--- src/rtl/vga_pkg.sv ---
// VGA 640x480 timing constants and the arbiter state type shared by the
// vblank update arbiter and its round-robin sub-block.
package vga_pkg;

    localparam int H_VISIBLE = 640;
    localparam int H_FRONT   = 16;
    localparam int H_SYNC    = 96;
    localparam int H_BACK    = 48;
    localparam int H_TOTAL   = 800;

    localparam int V_VISIBLE = 480;
    localparam int V_FRONT   = 10;
    localparam int V_SYNC    = 2;
    localparam int V_BACK    = 33;
    localparam int V_TOTAL   = 525;

    typedef enum logic [1:0] {
        ACTIVE = 2'd0,
        WINDOW = 2'd1,
        COMMIT = 2'd2
    } arb_state_t;

endpackage

--- src/rtl/rr_arbiter.sv ---
// Combinational round-robin picker: searches eligible (req & mask) lines
// starting at ptr_i and wrapping; returns the one-hot winner and a valid flag.
module rr_arbiter
    import vga_pkg::*;
#(
    parameter int N     = 4,
    parameter int PTR_W = (N > 1) ? $clog2(N) : 1
) (
    input  logic [N-1:0]     req_i,
    input  logic [N-1:0]     mask_i,
    input  logic [PTR_W-1:0] ptr_i,
    output logic [N-1:0]     gnt_o,
    output logic             valid_o
);

    logic [N-1:0] eligible;

    assign eligible = req_i & mask_i;

    // First eligible line at or after the pointer, wrapping modulo N.
    always_comb begin
        gnt_o   = '0;
        valid_o = 1'b0;
        for (int i = 0; i < N; i++) begin
            if (!valid_o && eligible[(int'(ptr_i) + i) % N]) begin
                gnt_o[(int'(ptr_i) + i) % N] = 1'b1;
                valid_o = 1'b1;
            end
        end
    end

endmodule

--- src/rtl/vblank_update_arbiter.sv ---
// Vertical-blank update arbiter: shares the object register-file write port
// between N_REQ requesters, only lets writes land between OPEN_LINE and
// CLOSE_LINE, and pulses frame_commit as the window closes.
// Optional feature macro: VBLANK_ARB_STATS_EN (missed-request counter).
//
// Handshake: a requester raises req with addr/data and holds it; a grant
// pulse on gnt (with wr_en/wr_addr/wr_data) one cycle after the decision
// completes the transfer and the requester drops req the following cycle.
// The just-granted line is masked for one cycle so it is never regranted
// back to back.
module vblank_update_arbiter
    import vga_pkg::*;
#(
    parameter int N_REQ      = 4,
    parameter int ADDR_W     = 4,
    parameter int DATA_W     = 16,
    parameter int OPEN_LINE  = 480,
    parameter int CLOSE_LINE = 520,
    parameter int MAX_GRANTS = 64
) (
    input  logic                      clk,
    input  logic                      reset,
    input  logic [9:0]                hcount,
    input  logic [9:0]                vcount,
    input  logic [N_REQ-1:0]          req,
    input  logic [N_REQ*ADDR_W-1:0]   req_addr,
    input  logic [N_REQ*DATA_W-1:0]   req_data,
    output logic [N_REQ-1:0]          gnt,
    output logic                      wr_en,
    output logic [ADDR_W-1:0]         wr_addr,
    output logic [DATA_W-1:0]         wr_data,
    output logic                      window_open,
    output logic                      frame_commit,
    output logic [7:0]                missed_cnt
);

    localparam int PTR_W = (N_REQ > 1) ? $clog2(N_REQ) : 1;
    localparam int BUD_W = $clog2(MAX_GRANTS + 1);
    localparam logic [9:0]       OPEN_V   = 10'(OPEN_LINE);
    localparam logic [9:0]       CLOSE_V  = 10'(CLOSE_LINE);
    localparam logic [PTR_W-1:0] LAST_IDX = PTR_W'(N_REQ - 1);
    localparam logic [BUD_W-1:0] BUD_FULL = BUD_W'(MAX_GRANTS);

    // Reject window placements that would straddle the frame wrap.
    generate
        if (!(CLOSE_LINE > OPEN_LINE && CLOSE_LINE < V_TOTAL)) begin : g_bad_cfg
            $error("vblank_update_arbiter: need OPEN_LINE < CLOSE_LINE < V_TOTAL");
        end
    endgenerate

    arb_state_t          state_q, state_d;
    logic [PTR_W-1:0]    ptr_q, ptr_d;
    logic [BUD_W-1:0]    budget_q, budget_d;
    logic [N_REQ-1:0]    gnt_q, gnt_d;
    logic                wr_en_q, wr_en_d;
    logic [ADDR_W-1:0]   wr_addr_q, wr_addr_d;
    logic [DATA_W-1:0]   wr_data_q, wr_data_d;
    logic                win_open_q, win_open_d;
    logic                commit_q, commit_d;

    logic                open_hit, close_hit, grant_ok;
    logic [N_REQ-1:0]    arb_req, win_oh;
    logic                win_valid;
    logic [PTR_W-1:0]    win_idx;
    logic [ADDR_W-1:0]   sel_addr;
    logic [DATA_W-1:0]   sel_data;

    assign open_hit  = (vcount == OPEN_V)  && (hcount == 10'd0);
    assign close_hit = (vcount == CLOSE_V) && (hcount == 10'd0);
    // No decision in the closing cycle, so the last write always lands
    // at least one cycle before frame_commit.
    assign grant_ok  = (state_q == WINDOW) && !close_hit && (budget_q != '0);
    assign arb_req   = req & {N_REQ{grant_ok}};

    rr_arbiter #(.N(N_REQ), .PTR_W(PTR_W)) u_rr (
        .req_i   (arb_req),
        .mask_i  (~gnt_q),
        .ptr_i   (ptr_q),
        .gnt_o   (win_oh),
        .valid_o (win_valid)
    );

    // Decode the one-hot winner into an index and pick its address/data.
    always_comb begin
        win_idx  = '0;
        sel_addr = '0;
        sel_data = '0;
        for (int i = 0; i < N_REQ; i++) begin
            if (win_oh[i]) begin
                win_idx  = PTR_W'(i);
                sel_addr = req_addr[i*ADDR_W +: ADDR_W];
                sel_data = req_data[i*DATA_W +: DATA_W];
            end
        end
    end

    // Next-state, budget, pointer and registered-output computation.
    always_comb begin
        state_d   = state_q;
        ptr_d     = ptr_q;
        budget_d  = budget_q;
        gnt_d     = '0;
        wr_en_d   = 1'b0;
        wr_addr_d = wr_addr_q;
        wr_data_d = wr_data_q;
        case (state_q)
            ACTIVE: begin
                if (open_hit) begin
                    state_d  = WINDOW;
                    budget_d = BUD_FULL;
                end
            end
            WINDOW: begin
                if (close_hit) begin
                    state_d = COMMIT;
                end else if (win_valid) begin
                    gnt_d     = win_oh;
                    wr_en_d   = 1'b1;
                    wr_addr_d = sel_addr;
                    wr_data_d = sel_data;
                    budget_d  = budget_q - BUD_W'(1);
                    ptr_d     = (win_idx == LAST_IDX) ? '0 : win_idx + PTR_W'(1);
                end
            end
            COMMIT: begin
                state_d = ACTIVE;
            end
            default: begin
                state_d = ACTIVE;
            end
        endcase
        win_open_d = (state_d == WINDOW);
        commit_d   = (state_d == COMMIT);
    end

    // State and output registers; reset aborts any open window.
    always_ff @(posedge clk) begin
        if (reset) begin
            state_q    <= ACTIVE;
            ptr_q      <= '0;
            budget_q   <= '0;
            gnt_q      <= '0;
            wr_en_q    <= 1'b0;
            wr_addr_q  <= '0;
            wr_data_q  <= '0;
            win_open_q <= 1'b0;
            commit_q   <= 1'b0;
        end else begin
            state_q    <= state_d;
            ptr_q      <= ptr_d;
            budget_q   <= budget_d;
            gnt_q      <= gnt_d;
            wr_en_q    <= wr_en_d;
            wr_addr_q  <= wr_addr_d;
            wr_data_q  <= wr_data_d;
            win_open_q <= win_open_d;
            commit_q   <= commit_d;
        end
    end

    assign gnt          = gnt_q;
    assign wr_en        = wr_en_q;
    assign wr_addr      = wr_addr_q;
    assign wr_data      = wr_data_q;
    assign window_open  = win_open_q;
    assign frame_commit = commit_q;

`ifdef VBLANK_ARB_STATS_EN
    logic [7:0] missed_q, missed_d;
    int         pop;

    // Count requesters still pending in the closing cycle, saturating.
    always_comb begin
        pop      = 0;
        missed_d = missed_q;
        if ((state_q == WINDOW) && close_hit) begin
            for (int i = 0; i < N_REQ; i++) begin
                if (req[i]) pop = pop + 1;
            end
            missed_d = (pop > 255) ? 8'd255 : 8'(pop);
        end
    end

    // Held from one commit to the next.
    always_ff @(posedge clk) begin
        if (reset) missed_q <= 8'd0;
        else       missed_q <= missed_d;
    end

    assign missed_cnt = missed_q;
`else
    assign missed_cnt = 8'd0;
`endif

endmodule

--- config.mk ---
export PLATFORM = sky130hd
export DESIGN_NAME = vblank_update_arbiter
export DESIGN_NICKNAME = d
export VERILOG_FILES = /design/src/rtl/vga_pkg.sv /design/src/rtl/rr_arbiter.sv /design/src/rtl/vblank_update_arbiter.sv
export SDC_FILE = /design/constraint.sdc
export NUM_CORES = 1
export LEC_CHECK = 0
export ABC_AREA = 1
export CAP_MARGIN = 20
export CORE_MARGIN = 1.5
export CORE_UTILIZATION = 37
export DETAILED_ROUTE_END_ITERATION = 7
export GPL_TIMING_DRIVEN = 0
export HOLD_SLACK_MARGIN = 0.1
export PLACE_DENSITY_LB_ADDON = 0.05
export SYNTH_ARGS = -nofsm -noshare
export SYNTH_HDL_FRONTEND = slang
export SYNTH_SLANG_ARGS = --single-unit
--- constraint.sdc ---
create_clock -name clk -period 2.5 [get_ports clk]
set_clock_uncertainty 0.1 [all_clocks]
set_input_delay 0.5 -clock clk [delete_from_list [all_inputs] [get_ports clk]]
set_output_delay 0.5 -clock clk [all_outputs]
set_load 0.01 [all_outputs]
==> flow_summary_export.csv <==
group,metric,value,unit
outcome,outcome,"complete, but fails checks",
outcome,violations,"negative setup slack",
logic_synthesis,muxShareOfSynthArea,0,
logic_synthesis,synth_compound_area_frac,0.139,
route,dr_wl_met2,5030,um
setup_path,slowest_delay,220,ps
pwr,power.density,617,mW/mm^2
pwr,leakagePower,2.11,nW
logic_synthesis,synth-simple-area-share,0.435,
route,firstDrtPassIters,7,
sta,drv_slew,0,
setup_path,crit_required,2560,ps
layout,antenna_cells,0,
sta,period_share,1.07,
sta,final-hold-violation-count,0,
grt,grt_max_degree,14,
floorplanning,die_width,89.5,um
logic_synthesis,syn_inst,400,
floorplanning,design.core.area,0.00725,sq mm
logic_synthesis,synth_xor_xnor_area_share,0.00317,
clocking,htree_levels,2,
logic_synthesis,synth_top_family_by_area,"simple AND/OR/NAND/NOR gates",
place,post-dp-hpwl,6660,um
route,drt-initial-drc-count,81,
pwr,p_seq_frac,0.251,
logic_synthesis,yosysTopAreaCellShare,0.275,
setup_path,cpMaxStageDelayCell,"or2_0",
floorplanning,design.die.area,0.00800,sq mm
route,dr_wl_met3,781,um
logic_synthesis,yosysTopAreaCell,"dfxtp_1",
logic_synthesis,synth_edf_count,0,
sta,fmax,0.372,GHz
route,wl,10200,um
pwr,power_frac_comb,0.539,
sta,setup_ws,-187,ps
floorplanning,ios,141,
setup_path,cp_top_family,"simple AND/OR/NAND/NOR gates",
setup_path,cp-end-kind,"flop",
setup_path,path_cells,"clkdlybuf4s15_1 -> nor2_1 -> nand2_1 -> nor2_2 -> nand2_2 -> buf_6 -> nand4_1 -> nand2_1 -> nand2_1 -> nand2_2 -> buf_4 -> nor2_4 -> nand2_2 -> clkinv_2 -> nand2_2 -> nand2_4 -> inv_4 -> buf_6 -> or2_0 -> nand2_1 -> a21oi_2",
sta,rsz0062_at_grt,"yes",
pwr,power_frac_clock,0.210,
setup_path,crit_type,"in2reg",
sta,setup_viol,26,
route,wl_per_cell,14.7,um
route,vias,3434,
setup_path,critPathLaunchType,"input port",
pwr,p_sw,1.19,mW
logic_synthesis,yosysWarnings,0,
clocking,clockBufferDepth,2,
min_path,hold_class,"reg2reg",
floorplanning,start_util,0.381,
logic_synthesis,synth_cell_types,35,
setup_path,arrival,2750,ps
setup_path,path_max_fanout,8,
sta,worstMarginPinSlew,858,ps
grt,grt_overflow,0,
logic_synthesis,synth_fa_ha_area_frac,0.0317,
clocking,clk_pin_slew,80,ps
logic_synthesis,synth.avg_cell_area,6.92,sq um
grt,grt_pass1_vias,3328,
logic_synthesis,ys.flop_type,"dfxtp_1",
route,drcViolationCount,0,
sta,fin_setup_tns,-3420,ps
route,viasPerCell,4.96,
logic_synthesis,synth_seq_cells,38,
clocking,cts_buffers,5,
layout,synthToLayoutAreaGrowth,83.8,%
clocking,tritoncts,"done",
logic_synthesis,syn_area,0.00277,sq mm
sta,period_needed,2690,ps
route,dr.max_layer_used,"met4",
pwr,p_sw_frac,0.380,
sta,slew_headroom,0.428,
place,gp_congestion,0.813,
floorplanning,die_y,89.5,um
logic_synthesis,yosysSeqAreaShare,0.275,
clocking,clk_latency,300,ps
setup_path,cp_num_buf_inv,6,
logic_synthesis,synthTopCellsByArea,"dfxtp_1 (27%), nand3_1 (14%), nand2_1 (9.5%)",
grt,antenna_found_initial,0,
grt,grt_first_pass_wirelength,15100,um
layout,drive_above_1_share,0.375,
pwr,vdd_ir_drop_max,0.329,mV
route,drtAntennaViolNets,0,
pwr,p_int,1.95,mW
grt,track_usage,0.248,
floorplanning,rows,31,
route,wl_met1,4040,um
clocking,cts-root-buf,"clkbuf_8",
clocking,clkSinkCount,38,
logic_synthesis,async_reset_ff_frac,0,
flow_run,maxCapViolCount,0,
place,portBuffers,132,
layout,fin_nets,706,
sta,hold_slack,383,ps
setup_path,r2r_slack,-160,ps
[layer usage]
layer  vias to the layer above  track usage
li1                       1701            -
met1                      1571        0.274
met2                       135        0.440
met3                        27       0.0720
met4                         0        0.108
met5                         -            0
[cells by family after synthesis]
group | count (synthesis)
AO/OA/AOI/OAI | 59
XOR/XNOR | 1
adder cells (fa/ha/maj) | 7
buffers and inverters | 57
flip-flops | 38
other | 1
AND/OR/NAND/NOR | 237
[stage by stage]
step                setup WS, ps  power (mW)  cells  instance area (sq um)   util
finish                      -187        3.14    693                   5080  0.701
global route                -313        3.31    693                   5080  0.701
CTS                        -74.2        3.03    686                   4840  0.667
detailed placement          -692        2.20    638                   4240  0.584
global placement            -612        2.18    638                   4240  0.584
floorplan                   88.2        1.62    407                   2790      -
[flip-flops by register name, indices dropped and copies added, names as in the netlist]
register / count
wr_data: 16
window_open: 1
wr_addr: 4
frame_commit: 1
wr_en: 1
budget_q: 7
gnt: 4
ptr_q: 2
state_q: 2
[placed cells by master (no fill, tap or decap), drive strengths merged, types with 10 or more instances in the layout]
cell type / n
buf: 87
a21oi: 48
clkbuf: 10
inv: 28
or2: 20
nor2: 38
dfxtp: 38
clkdlybuf4s50: 112
nand3: 82
nand2: 81
[path summary, 6_finish.rpt]
| check | endpoint | startpoint | cells past startpoint |
|---|---|---|---|
| worst max-delay path | wr_data[9] | vcount[7] | 21 |
| worst min register to register | wr_data[9] | wr_data[9] | 2 |
| worst max register to register | wr_data[9] | budget_q[0] | 19 |
| worst min-delay path | wr_data[9] | wr_data[9] | 2 |
[what timing repair did]
| action | 4_1_cts | 5_1_grt |
|---|---|---|
| cloned | 3 | 0 |
| hold buffers | 0 | 0 |
| endpoints found under the setup margin | 33 | 33 |
| buffers inserted | 37 | 7 |
| resized for setup | 136 | 54 |
| pin swaps | 54 | 49 |
| endpoints found under the hold margin | 0 | 0 |
[synth_stat cells, types with 2 or more instances]
cell type	count
ha_1	7
inv_2	3
o21ai_0	6
nor3_1	3
nand2_4	4
buf_2	3
or2_0	17
buf_4	17
dfxtp_1	38
buf_6	5
nor2_2	6
or2_1	3
clkbuf_1	2
nor2_4	3
nor2_1	29
nand3_2	6
inv_1	25
nand2_2	7
a21oi_2	19
a21oi_1	29
nand4_1	9
nor3b_1	2
nand2_1	70
nand3_1	76
[power by group through the flow]
stage / clock, mW / combinational (mW) / sequential, mW
after floorplan: 0 / 0.772 / 0.850
after global placement: 0 / 1.38 / 0.806
after detailed placement: 0 / 1.39 / 0.809
after CTS: 0.664 / 1.57 / 0.787
after global routing: 0.683 / 1.83 / 0.800
final: 0.658 / 1.69 / 0.789
[area by class of cell]
class / instances / area [sq um]
plain buffers: 28 / 248
clock buffers: 5 / 68.8
clock inverters: 3 / 68.8
fillers: 591 / 2170
inverters: 29 / 115
multi-input cells: 312 / 2070
flip-flops and latches: 38 / 771
well taps: 99 / 124
repair buffers: 179 / 1620
[worst min-delay path: stages, from the launching register on]
cell	delay, ps
dfxtp_1	320
nand2_1	70
a21oi_2	50
No activity file was read; power rests on OpenSTA's default activity.
